===== config.mk =====
export PLATFORM = sky130hd
export DESIGN_NAME = zero_detect_pipe
export DESIGN_NICKNAME = d
export VERILOG_FILES = /design/src/rtl/zero_detect_pkg.sv /design/src/rtl/zero_detect_pipe_reduce_stage.sv /design/src/rtl/zero_detect_pipe.sv
export SDC_FILE = /design/constraint.sdc
export NUM_CORES = 1
export LEC_CHECK = 0
export CAP_MARGIN = 20
export CORE_MARGIN = 2
export CORE_UTILIZATION = 40
export DETAILED_ROUTE_END_ITERATION = 12
export DONT_BUFFER_PORTS = 1
export SYNTH_ARGS = -nofsm -noshare
export SYNTH_HDL_FRONTEND = slang
export SYNTH_HIERARCHICAL = 1
export SYNTH_SLANG_ARGS = --single-unit

===== constraint.sdc =====
create_clock -name clk -period 5.45 [get_ports clk]
set_input_delay 0.2725 -clock clk [delete_from_list [all_inputs] [get_ports clk]]
set_output_delay 0.2725 -clock clk [all_outputs]
set_load 0.02 [all_outputs]

===== src/rtl/zero_detect_pkg.sv =====
// Shared definitions for the pipelined zero-detect block: default parameters,
// per-stage sideband type, and the helpers that size the registered reduce tree.
// Purely elaborate-time; contains no logic of its own.
package zero_detect_pkg;

  localparam int DEF_WIDTH = 32;
  localparam int DEF_GROUP = 4;
  localparam int DEF_CNT_W = 16;

  // Per-stage sideband carried next to the tree: item valid and its sign bit.
  typedef struct packed {
    logic vld;
    logic neg;
  } side_t;

  // Smallest L with group^L >= width, i.e. number of registered tree levels.
  function automatic int calc_levels(input int width, input int group);
    int     lv;
    longint span;
    lv   = 0;
    span = 1;
    for (int i = 0; i < 64; i++) begin
      if (span < longint'(width)) begin
        span = span * longint'(group);
        lv   = lv + 1;
      end
    end
    return lv;
  endfunction

  // Bit offset of tree level lvl inside a flattened bus holding levels 0..N,
  // where level 0 is pad_w bits wide and each level shrinks by group.
  function automatic int tree_off(input int pad_w, input int group, input int lvl);
    int off;
    int w;
    off = 0;
    w   = pad_w;
    for (int i = 0; i < 64; i++) begin
      if (i < lvl) begin
        off = off + w;
        w   = w / group;
      end
    end
    return off;
  endfunction

endpackage


===== src/rtl/zero_detect_pipe_reduce_stage.sv =====
// One registered level of the reduce tree: OR (or AND) of each GROUP-bit slice.
// Latency 1 cycle; hold freezes the register so the whole pipe stalls in lockstep.
// Reset loads RST_VAL into every output bit.
module reduce_stage
  import zero_detect_pkg::*;
#(
  parameter int IN_W     = 16,
  parameter int GROUP    = 4,
  parameter bit AND_MODE = 1'b0,
  parameter bit RST_VAL  = 1'b0
) (
  input  logic                  clk,
  input  logic                  reset,
  input  logic                  hold,
  input  logic [IN_W-1:0]       din,
  output logic [IN_W/GROUP-1:0] dout
);

  localparam int OUT_W = IN_W / GROUP;

  logic [OUT_W-1:0] dout_d;
  logic [OUT_W-1:0] dout_q;

  // Reduce each GROUP-bit slice to one bit.
  always_comb begin
    dout_d = '0;
    for (int o = 0; o < OUT_W; o++) begin
      if (AND_MODE) dout_d[o] = &din[o*GROUP +: GROUP];
      else          dout_d[o] = |din[o*GROUP +: GROUP];
    end
  end

  // Level register; holds while the pipe is stalled.
  always_ff @(posedge clk) begin
    if (reset)      dout_q <= {OUT_W{RST_VAL}};
    else if (!hold) dout_q <= dout_d;
  end

  assign dout = dout_q;

endmodule


===== src/rtl/zero_detect_pipe.sv =====
// Pipelined zero detect with sign passthrough and saturating zero-result counter.
// Latency LEVELS cycles; whole-pipe stall when out_valid & ~out_ready (in_ready = ~stall).
// Optional all-ones tree and out_ones port under macro ZERO_DETECT_ONES_EN.
module zero_detect_pipe
  import zero_detect_pkg::*;
#(
  parameter int WIDTH = DEF_WIDTH,
  parameter int GROUP = DEF_GROUP,
  parameter int CNT_W = DEF_CNT_W
) (
  input  logic             clk,
  input  logic             reset,
  input  logic             in_valid,
  output logic             in_ready,
  input  logic [WIDTH-1:0] in_data,
  output logic             out_valid,
  input  logic             out_ready,
  output logic             out_zero,
  output logic             out_neg,
  input  logic             clear_count,
`ifdef ZERO_DETECT_ONES_EN
  output logic             out_ones,
`endif
  output logic [CNT_W-1:0] zero_count
);

  localparam int LEVELS = calc_levels(WIDTH, GROUP);
  localparam int PAD_W  = GROUP ** LEVELS;
  localparam int TREE_W = tree_off(PAD_W, GROUP, LEVELS + 1);

  logic              stall;
  side_t             side_q [LEVELS];
  logic [TREE_W-1:0] or_bus;
  logic [PAD_W-1:0]  or_pad;
  logic [CNT_W-1:0]  cnt_q;
  logic [CNT_W-1:0]  cnt_d;

  assign stall    = out_valid & ~out_ready;
  assign in_ready = ~stall;

  // Zero-pad the operand up to a full power of GROUP for the OR tree.
  always_comb begin
    or_pad              = '0;
    or_pad[WIDTH-1:0]   = in_data;
  end

  assign or_bus[PAD_W-1:0] = or_pad;

`ifdef ZERO_DETECT_ONES_EN
  logic [TREE_W-1:0] and_bus;
  logic [PAD_W-1:0]  and_pad;

  // One-pad the operand so padding never masks an all-ones input.
  always_comb begin
    and_pad            = '1;
    and_pad[WIDTH-1:0] = in_data;
  end

  assign and_bus[PAD_W-1:0] = and_pad;
  assign out_ones           = and_bus[TREE_W-1];
`endif

  for (genvar k = 0; k < LEVELS; k++) begin : g_lvl
    localparam int IN_W  = PAD_W / (GROUP ** k);
    localparam int IN_O  = tree_off(PAD_W, GROUP, k);
    localparam int OUT_O = tree_off(PAD_W, GROUP, k + 1);

    // OR level resets to 1 so out_zero reads 0 out of reset.
    reduce_stage #(.IN_W(IN_W), .GROUP(GROUP), .AND_MODE(1'b0), .RST_VAL(1'b1)) u_or (
      .clk   (clk),
      .reset (reset),
      .hold  (stall),
      .din   (or_bus[IN_O +: IN_W]),
      .dout  (or_bus[OUT_O +: IN_W/GROUP])
    );

`ifdef ZERO_DETECT_ONES_EN
    reduce_stage #(.IN_W(IN_W), .GROUP(GROUP), .AND_MODE(1'b1), .RST_VAL(1'b0)) u_and (
      .clk   (clk),
      .reset (reset),
      .hold  (stall),
      .din   (and_bus[IN_O +: IN_W]),
      .dout  (and_bus[OUT_O +: IN_W/GROUP])
    );
`endif
  end

  // Valid and sign shift alongside the tree, frozen together with it on stall.
  always_ff @(posedge clk) begin
    if (reset) begin
      for (int i = 0; i < LEVELS; i++) side_q[i] <= '0;
    end else if (!stall) begin
      side_q[0] <= '{vld: in_valid, neg: in_data[WIDTH-1]};
      for (int i = 1; i < LEVELS; i++) side_q[i] <= side_q[i-1];
    end
  end

  assign out_valid = side_q[LEVELS-1].vld;
  assign out_neg   = side_q[LEVELS-1].neg;
  assign out_zero  = ~or_bus[TREE_W-1];

  // Saturating count of delivered zero results; clear takes priority.
  always_comb begin
    cnt_d = cnt_q;
    if (clear_count)
      cnt_d = '0;
    else if (out_valid && out_ready && out_zero && (cnt_q != {CNT_W{1'b1}}))
      cnt_d = cnt_q + 1'b1;
  end

  // Counter register, independent of stall.
  always_ff @(posedge clk) begin
    if (reset) cnt_q <= '0;
    else       cnt_q <= cnt_d;
  end

  assign zero_count = cnt_q;

endmodule


Word-level counts from Yosys, hierarchy flattened
Memory sizes are Yosys's and may differ from the RTL's.
Index checks and enable logic that the tools add are counted.
- flip-flop bits (word level): 37
- memory bits (writable): 6
- word-level logic and storage cells: 39
- memories: 1
- add/sub/neg operators: 1
- equality and inequality tests: 1
- mux-type cells: 8
- bitwise logic cells: 7
- reduce and logical (&&, ||, !) cells: 17
- memory list (name ; words ; width ; read ports ; clocked after Yosys merged registers in ; write ports ; RTL line ; RTL):
    side_q ; 3 ; 2 ; 3 ; 0 ; 3 ; zero_detect_pipe.sv:32 ; side_t side_q [LEVELS];
- operators by type and width (cell ; count):
    $reduce_or 4->1 ; 13
    $add 16x1->16 const B ; 1
    $ne 16x16->1 const B ; 1
    $mux 2 ; 3
    $mux 1 ; 5
    $logic_and 1x1->1 ; 3
    $not 1->1 ; 3
    $or 1x1->1 ; 3
    $reduce_or 2->1 ; 1
    $and 1x1->1 ; 1

Depth between registers and ports, before layout
Gate-level depths: netlist of the first run.
- word-level depth: 6
- mapped depth: 5
- gate-level depth less buffers: 5

By module
The synthesis of the first run kept the hierarchy.
- modules (own cells, without submodules) (module ; instances ; cells each ; area each (µm²) ; seq. area each (µm²)):
    zero_detect_pipe ; 1 ; 117 ; 1116.1 ; 500.5
    reduce_stage at g_lvl[0].u_or ; 1 ; 69 ; 789.5 ; 320.3
    reduce_stage at g_lvl[1].u_or ; 1 ; 17 ; 186.4 ; 80.1
    reduce_stage at g_lvl[2].u_or ; 1 ; 5 ; 41.3 ; 20.0

Worst setup path after synthesis of the first run
OpenSTA, ideal clock, no wires.
- path kind: reg2reg
- start: register cnt_q[0], in the netlist zero_count[0]
- end: register cnt_q[14], in the netlist zero_count[14]
- library setup time: 0.070 ns
- arrival time: 1.872 ns
- required time: 5.380 ns
- path slack: 3.508 ns
- cell stages (with the launch flop): 6
- buffers on the path: 0
- period minus slack after synthesis: 1.942 ns
- path through: dfxtp_1 -> ha_1 -> nand3_2 -> or3_4 -> or4_1 -> a21oi_1
- cells in the longest elaborated chain, start to end: 2
- elaborated cells between the ends (all ways): 3
- those cells by class: add/sub: 1; eq/ne: 1; reduce/logical: 1
- ends and longest elaborated chain (item ; RTL line ; RTL):
    start: declaration ; zero_detect_pipe.sv:35 ; logic [CNT_W-1:0] cnt_q;
    start signal: assignment ; zero_detect_pipe.sv:114 ; else cnt_q <= cnt_d;
    branches (longest 2 deep; another with $add 16x1->16) ; n/a ;
Parallel ways; which one is timed is not known.
A chain may end at the register's enable or synchronous reset.

Worst setup path after layout of the first run
- start: register cnt_q[0], in the netlist zero_count[0]
- end: register cnt_q[10], in the netlist zero_count[10]
Same word-level chain as after synthesis.

==> results of run 1 <==
path summary, 6_finish.rpt:
path | start | to | slack, ns | cells after the start
worst max-delay path | zero_count[0]$_SDFFE_PP0P_ | zero_count[10]$_SDFFE_PP0P_ | 3.34 | 5
worst min-delay path | reset | g_lvl[2].u_or/dout$_SDFFE_PP1N_ | 0.10 | 2
worst max register to register | zero_count[0]$_SDFFE_PP0P_ | zero_count[10]$_SDFFE_PP0P_ | 3.34 | 5
worst min register to register | g_lvl[1].u_or/dout[3]$_SDFFE_PP1N_ | g_lvl[1].u_or/dout[3]$_SDFFE_PP1N_ | 0.51 | 2
cell families (layout without fill, tap and decap cells):
kind of cell	Yosys count	in the layout
flops	43	43
simple gates	97	97
fa+ha+maj	1	1
other cells	1	32
buf+inv	12	14
compound gates	54	54
metal layers:
| layer | up-vias | track usage | part of all wire |
|---|---|---|---|
| li1 | 846 | - | - |
| met1 | 758 | 0.1778 | 0.47 |
| met2 | 47 | 0.2351 | 0.46 |
| met3 | 7 | 0.04353 | 0.054 |
| met4 | 0 | 0.06429 | 0.019 |
| met5 | - | 0 | 0 |
layout make-up:
cell class              count  area (um2)  share of cell area
repair buffers              1       7.507            0.003158
multi-input cells         184        1251              0.5263
clock buffers               7       86.33             0.03632
inverters                   5       18.77            0.007895
clock inverters             1       5.005            0.002105
flip-flops and latches     43       920.9              0.3874
well taps                  70       87.58             0.03684
sequential cells by signal, summed over array words and instances (netlist names):
signal,flops
g_lvl.u_or/dout,21
side_q,6
zero_count,16
power breakdown:
group          switching, mW  total (mW)  leakage [nW]  internal [mW]
clock network          0.108       0.210        0.0482          0.102
registers            0.00404       0.330         0.371          0.326
logic                 0.0143      0.0221         0.338        0.00782
total                  0.126       0.562         0.757          0.436
per-stage QoR:
stage / power [mW] / setup slack, ns / utilization
3_3_place_gp: 0.3592 / 3.361 / 0.4447
3_5_place_dp: 0.3595 / 3.350 / 0.4447
4_1_cts: 0.5711 / 3.322 / 0.4625
6_report: 0.5623 / 3.336 / 0.4625
2_1_floorplan: 0.3603 / 3.508 / -
5_1_grt: 0.5872 / 3.131 / 0.4625
cells in the final DEF (no fill, tap or decap), drive strengths merged, types with 3 or more instances in the layout:
cell    netlist  routed
nor4         24      24
and2          6       6
o21ai         4       4
and4          3       3
clkbuf        1       7
nor3          3       3
inv           5       5
nand4         6       6
o31ai         6       6
o211ai        4       4
nand3         4       4
edfxtp        6       6
nand2         8       8
a21oi        30      30
nor2          5       5
dfxtp        37      37
or4           4       4
or3           5       5
nor3b        20      20
conb          1      32
==> impl_metrics.yaml, run 1 <==
yosys:
  synth-xor-area-share: 0
  synth-compound-area-share: 0.1707
  synthSimpleGateAreaFrac: 0.3537
  synth_edf_count: 6
  ys_seq_area_frac: 0.4317
  synth.distinct_cells: 47
  ys.warnings.count: 6
  synthAdderAreaFrac: 0.005865
  syn_area_per_cell_um2: 10.26
  syn_area_mm2: 0.002133
  netlist_top_cells_count: "37 x dfxtp_1, 20 x a21oi_1, 19 x nor4_1"
  async_reset_ff_frac: 0
  yosysTopAreaCellShare: 0.3472
  synth_top_family_by_area: "simple AND/OR/NAND/NOR gates"
  synth_area_leaders: "dfxtp_1 35%, nor3b_2 8.8%, edfxtp_1 8.4%"
  yosysTopAreaCell: "dfxtp_1"
  synthFlopType: "dfxtp_1"
  yosys_register_bits: 43
  syn_inst: 208
  yosysMostFrequentCell: "dfxtp_1"
  synth_mux_area_frac: 0
die:
  io_pins: 57
  core-area_mm2: 0.005140
  die_w_um: 77.03
  die_y_um: 77.03
  rows: 26
  die_area_mm2: 0.005934
  start_util: 0.4150
clocking:
  root_buffer: "clkbuf_8"
  clk_latency_ns: 0.30
  clock_sinks: 43
  postCtsHoldBufs: 0
  post-cts-setup-buffers: 0
  clock_path_buffers: 2
  numCtsBuffers: 5
  clk_pin_slew_ns: 0.08
  ctsResizeCount: 0
  htree_levels: 2
  cts_tree: "built"
sta:
  hold_violations: 0
  rsz0062_at_grt: "no"
  max_freq_mhz: 473.1
  layout_min_cycle_time_ns: 2.114
  setup_violations: 0
  timing.hold.ws_ns: 0.1003
  fin_tns_setup_ns: 0
  slew-limit-headroom: 0.4894
  skew_ns: 0.008753
  drv_slew: 0
  tightest_slew_ns: 0.7590
  min_period_over_period: 0.3878
global_routing:
  grt_use_total: 0.1450
  grt_max_degree: 29
  grt_first_pass_wirelength_mm: 6.906
  antenna_found_initial: 0
  first_global_vias: 1497
  grt_overflow: 0
pwr:
  power_density_mw_per_mm2: 236.6
  p_leak_nw: 0.7569
  ir_drop_uv: 115.4
cells_and_area:
  area_delta_synth_final_pct: 11.44
  nets: 278
  nFillCells: 530
  stdcell_count: 311
  num_antenna_cells: 0
  layout-drive-gt1-share: 0.1909
  final_area_mm2: 0.002377
placed_design:
  placed_cell_area_mm2: 0.002286
  io_buffers: 0
  dp_cells: 303
  place.gp.congestion: 0.7877
  dp_hpwl_mm: 2.878
worst_setup_path:
  cp_max_fo: 6
  end_kind: "register"
  crit_path_start_kind: "register"
  max_stage_delay_ns: 0.72
  slowest_stage: "nor4_1"
  critPathRequiredTime_ns: 5.67
  crit_chain: "ha_1 > nand3_2 > nor4_1 > a31oi_1 > a211oi_1"
  worstSetupPathType: "register to register"
  crit_family: "simple AND/OR/NAND/NOR gates"
  arrival_ns: 2.33
  crit_buf_inv: 0
run_status:
  outcome: "complete, no violations"
flow_run:
  drv_cap: 0
routing:
  drt-initial-drc-count: 80
  via_per_inst: 5.331
  drt_wl_total_mm: 4.099
  first_pass_iters: 4
  wl_per_cell_um: 13.18
  vias: 1658
  ant_nets: 0
  drc_errors: 0
min_path:
  hold_path.class: "input pin to register"
Power figures use the tool's default switching activity.
==> run 2: changes to the inputs <==
clock period = 2.1 ns   (was 5.45 ns; I/O delays follow)
==> impl_metrics.yaml, run 2 (same netlist as run 1, synthesis figures left out) <==
run_status:
  outcome: "complete, no violations"
global_routing:
  grt_use_total: 0.1614
  grt_overflow: 0
  first_global_vias: 1735
  grt_first_pass_wirelength_mm: 7.734
  grt_max_degree: 23
  antenna_found_initial: 0
placed_design:
  place.gp.congestion: 0.8429
  placed_cell_area_mm2: 0.002384
  dp_hpwl_mm: 3.147
  io_buffers: 0
clocking:
  root_buffer: "clkbuf_8"
  clk_pin_slew_ns: 0.08
  numCtsBuffers: 5
  clk_latency_ns: 0.29
  cts_tree: "built"
  clock_path_buffers: 2
  ctsResizeCount: 0
  post-cts-setup-buffers: 0
  htree_levels: 2
  clock_sinks: 43
cells_and_area:
  final_area_mm2: 0.002693
  layout_common_cells: "37 x dfxtp_1, 32 x conb_1, 20 x a21oi_1, 19 x nor4_1, 19 x dlygate4sd3_1"
  area_delta_synth_final_pct: 26.22
  mostFrequentLayoutCell: "dfxtp_1"
  num_antenna_cells: 0
  layout-drive-gt1-share: 0.2190
  nets: 311
  largest_reg_flops: 21
die:
  die_area_mm2: 0.005934
  core-area_mm2: 0.005140
  rows: 26
  die_y_um: 77.03
  die_w_um: 77.03
  start_util: 0.4150
  io_pins: 57
worst_setup_path:
  slowest_stage: "dfxtp_1"
  end_kind: "register"
  r2r-end: "zero_count[15]$_SDFFE_PP0P_"
  worstSetupPathType: "register to register"
  cp_max_fo: 9
  rr_startpoint: "zero_count[2]$_SDFFE_PP0P_"
  rr_worst_depth: 4
  critPathRequiredTime_ns: 2.33
  arrival_ns: 2.08
  crit_path_start_kind: "register"
  max_stage_delay_ns: 0.54
  r2r_setup_slack_ns: 0.25
  crit_chain: "and4_1 > nand4_2 > or4_1 > a21oi_1"
sta:
  slew-limit-headroom: 0.6311
  hold_violations: 0
  fin_tns_setup_ns: 0
  drv_slew: 0
  min_period_over_period: 0.8821
  max_freq_mhz: 539.8
  rsz0062_at_grt: "no"
  tightest_slew_ns: 0.5521
  skew_ns: 0.01186
  setup_violations: 0
  timing.hold.ws_ns: 0.0004279
  layout_min_cycle_time_ns: 1.852
routing:
  drt-initial-drc-count: 77
  via_per_inst: 5.224
  drc_errors: 0
  first_pass_iters: 4
  ant_nets: 0
  drt_wl_total_mm: 4.668
  wl_per_cell_um: 13.57
  vias: 1797
pwr:
  power_density_mw_per_mm2: 554.1
  p_switching_mw: 0.3337
  p_comb_frac: 0.068
  ir_drop_uv: 426.1
  switching_share: 0.2237
  p_leak_nw: 0.9330
  seq_power_share: 0.573
  pwr-share-clk: 0.359
  p_int_mw: 1.158
min_path:
  hold_path_depth: 2
  hold_path.startpoint: "in_data[7]"
  hold_path.class: "input pin to register"
  min_to: "g_lvl[0].u_or/dout[1]$_SDFFE_PP1N_"
flow_run:
  drv_cap: 0
run 2: cell types whose count changed in the layout (fill, tap and decap cells not counted):
cell           delta
buf_16            +1
buf_4            +13
dlygate4sd3_1    +19
run 2: worst max-delay path, delay by kind of cell (launching register included):
kind | cells | cell delay [ns]
AO/OA/AOI/OAI | 1 | 0.14
flip-flops | 1 | 0.54
AND/OR/NAND/NOR | 3 | 1.09
run 2: worst max path at each step:
stage,slack [ns],depth (start not counted),from,to
after floorplan,0.16,5,zero_count[0]$_SDFFE_PP0P_,zero_count[14]$_SDFFE_PP0P_
after global placement,0.30,4,zero_count[10]$_SDFFE_PP0P_,zero_count[14]$_SDFFE_PP0P_
after detailed placement,0.29,4,zero_count[10]$_SDFFE_PP0P_,zero_count[14]$_SDFFE_PP0P_
after CTS,0.26,4,zero_count[2]$_SDFFE_PP0P_,zero_count[15]$_SDFFE_PP0P_
after global routing,0.13,4,zero_count[2]$_SDFFE_PP0P_,zero_count[15]$_SDFFE_PP0P_
final,0.25,4,zero_count[2]$_SDFFE_PP0P_,zero_count[15]$_SDFFE_PP0P_
run 2: final cells by class:
type	count	area [um2]
clock buffers	7	86.33
multi-input cells	184	1251
inverters	5	18.77
fillers	503	2447
well taps	70	87.58
flip-flops and latches	43	920.9
repair buffers	34	322.8
clock inverters	1	5.005
run 2: what timing repair did:
item / 4_1_cts / 5_1_grt
endpoints found under the setup margin: 0 / 0
hold buffers: 19 / 0
hold endpoints to repair: 23 / 0
run 2: per-stage QoR:
step | power (mW) | std cells | utilization | setup slack, ns
finish | 1.492 | 344 | 0.5239 | 0.2475
global route | 1.560 | 344 | 0.5239 | 0.1332
CTS | 1.506 | 343 | 0.5185 | 0.2638
detailed placement | 0.9365 | 316 | 0.4637 | 0.2852
global placement | 0.9357 | 316 | 0.4637 | 0.3023
floorplan | 0.9350 | 239 | - | 0.1578
run 2: power groups by stage:
stage / logic [mW] / registers [mW] / clock network, mW
global route: 0.113 / 0.856 / 0.591
global placement: 0.0620 / 0.874 / 0
finish: 0.102 / 0.855 / 0.536
floorplan: 0.0612 / 0.874 / 0
detailed placement: 0.0624 / 0.874 / 0
CTS: 0.0936 / 0.855 / 0.557
run 2: metal layers:
metal,vias up,track usage,share of wire
li1,916,-,-
met1,837,0.1909,0.46
met2,39,0.2781,0.49
met3,5,0.04471,0.042
met4,0,0.06071,0.0096
met5,-,0,0
==> run 3: changes to the inputs <==
SYNTH_HIERARCHICAL = not set   (was 1)
==> impl_metrics.yaml, run 3 <==
cells_and_area:
  layout-drive-gt1-share: 0.1784
  final_util: 0.4856
  largest_reg_flops: 16
  area_delta_synth_final_pct: 14.68
  nFillCells: 355
  nets: 222
  num_antenna_cells: 0
  layout_common_cells: "29 x dfxtp_1, 17 x nor2_1, 15 x buf_4, 13 x nor4_1, 11 x a211o_1"
  mostFrequentLayoutCell: "dfxtp_1"
routing:
  first_pass_iters: 4
  vias: 1348
  wl_per_cell_um: 14.19
  drt_wl_total_mm: 3.306
  drt-initial-drc-count: 95
  ant_nets: 0
  drc_errors: 0
  via_per_inst: 5.785
yosys:
  syn_area_mm2: 0.001585
  synth-xor-area-share: 0
  synth_mux_area_frac: 0
  synthFlopType: "dfxtp_1"
  yosysTopAreaCellShare: 0.3662
  synth_nets: 208
  synth_edf_count: 6
  syn_inst: 170
  synth_top_family_by_area: "simple AND/OR/NAND/NOR gates"
  ys.warnings.count: 0
  netlist_top_cells_count: "29 x dfxtp_1, 17 x nor2_1, 13 x nor4_1"
  yosysMostFrequentCell: "dfxtp_1"
  synth.distinct_cells: 35
  ys_seq_area_frac: 0.4799
  yosysTopAreaCell: "dfxtp_1"
  syn_area_per_cell_um2: 9.325
  synth_area_leaders: "dfxtp_1 37%, edfxtp_1 11%, a211o_1 6.1%"
  async_reset_ff_frac: 0
  synthAdderAreaFrac: 0.007893
  yosys_register_bits: 35
  synthSimpleGateAreaFrac: 0.2976
  synth-compound-area-share: 0.1784
global_routing:
  grt_max_degree: 27
  grt_first_pass_wirelength_mm: 5.299
  antenna_found_initial: 0
  grt_overflow: 0
  grt_use_total: 0.1565
  first_global_vias: 1237
worst_setup_path:
  cp_max_fo: 5
  crit_path_start_kind: "register"
  end_kind: "register"
  worstSetupPathType: "register to register"
  critPathRequiredTime_ns: 2.31
  crit_family: "simple AND/OR/NAND/NOR gates"
  arrival_ns: 2.15
  crit_buf_inv: 0
  max_stage_delay_ns: 0.53
  crit_top_cell: "or4_1"
  crit_chain: "ha_1 > nand3_1 > or4_1 > or4_1 > a21oi_1"
  slowest_stage: "or4_1"
run_status:
  outcome: "complete, no violations"
die:
  die_y_um: 66.96
  die_area_mm2: 0.004483
  io_pins: 57
  die_w_um: 66.96
  rows: 22
  start_util: 0.4235
  core-area_mm2: 0.003744
pwr:
  power_density_mw_per_mm2: 665.5
  finalPower_mw: 1.210
  p_leak_nw: 0.6018
  ir_drop_uv: 442.3
placed_design:
  io_buffers: 0
  dp_hpwl_mm: 2.485
  place.gp.congestion: 0.8220
clocking:
  clk_latency_ns: 0.28
  root_buffer: "clkbuf_8"
  numCtsBuffers: 5
  post-cts-setup-buffers: 0
  clock_sinks: 35
  cts_tree: "built"
  clk_pin_slew_ns: 0.07
  ctsResizeCount: 0
  clock_path_buffers: 2
  htree_levels: 2
sta:
  layout_min_cycle_time_ns: 1.933
  skew_ns: 0.009412
  tightest_slew_ns: 0.6061
  slew-limit-headroom: 0.5928
  min_period_over_period: 0.9205
  setup_violations: 0
  hold_violations: 0
  rsz0062_at_grt: "no"
  max_freq_mhz: 517.3
  fin_tns_setup_ns: 0
  drv_slew: 0
min_path:
  hold_path.class: "input pin to register"
flow_run:
  drv_cap: 0
run 3: final cells by class:
class                      count  area, um2  share of cell area
sequential                    35      760.7              0.4184
inverter                       6      22.52             0.01239
multi-input combinational    120      767.0              0.4219
timing repair buffer          16      122.6             0.06745
clock inverter                 2      12.51            0.006882
clock buffer                   6      72.57             0.03992
tap                           48      60.06             0.03304
run 3: per-stage QoR:
stage	hold WS (ns)	area [um2]	setup slack (ns)	instances
floorplan	0.2870	1585	0.01486	170
global placement	0.1946	1723	0.2640	224
detailed placement	0.1981	1723	0.2014	224
CTS	0.01630	1818	0.1661	233
global route	0.01995	1818	0.03958	233
finish	0.02187	1818	0.1669	233
run 3: timing repair:
action,4_1_cts,5_1_grt
setup endpoints to repair,0,0
hold buffers,1,0
endpoints found under the hold margin,13,0
run 3: layer usage:
| metal | GRT usage | part of all wire | vias up |
|---|---|---|---|
| met5 | 0 | 0 | - |
| met4 | 0.07653 | 0.011 | 0 |
| met3 | 0.04730 | 0.072 | 4 |
| met2 | 0.2650 | 0.49 | 46 |
| met1 | 0.1778 | 0.43 | 623 |
| li1 | - | - | 675 |
run 3: logic make-up after synthesis:
family                     count (synthesis)
AOI/OAI and AO/OA                         39
DFF                                       35
adders and majority gates                  1
buffers and inverters                     15
and+or+nand+nor                           80
run 3: final timing paths:
check | from | endpoint | slack (ns) | cells past startpoint
min | in_valid | side_q[0][1]$_SDFFCE_PN0P_ | 0.02 | 1
min reg2reg | g_lvl[0].u_or.dout[14]$_SDFFE_PP1N_ | g_lvl[0].u_or.dout[14]$_SDFFE_PP1N_ | 0.45 | 1
max | zero_count[0]$_SDFFE_PP0P_ | zero_count[14]$_SDFFE_PP0P_ | 0.17 | 5
max reg2reg | zero_count[0]$_SDFFE_PP0P_ | zero_count[14]$_SDFFE_PP0P_ | 0.17 | 5
run 3: where the power goes:
group / switching (mW) / leakage [nW] / internal, mW
combinational: 0.0257 / 0.254 / 0.0188
clock: 0.229 / 0.0412 / 0.231
sequential: 0.00777 / 0.306 / 0.697
total: 0.262 / 0.602 / 0.948
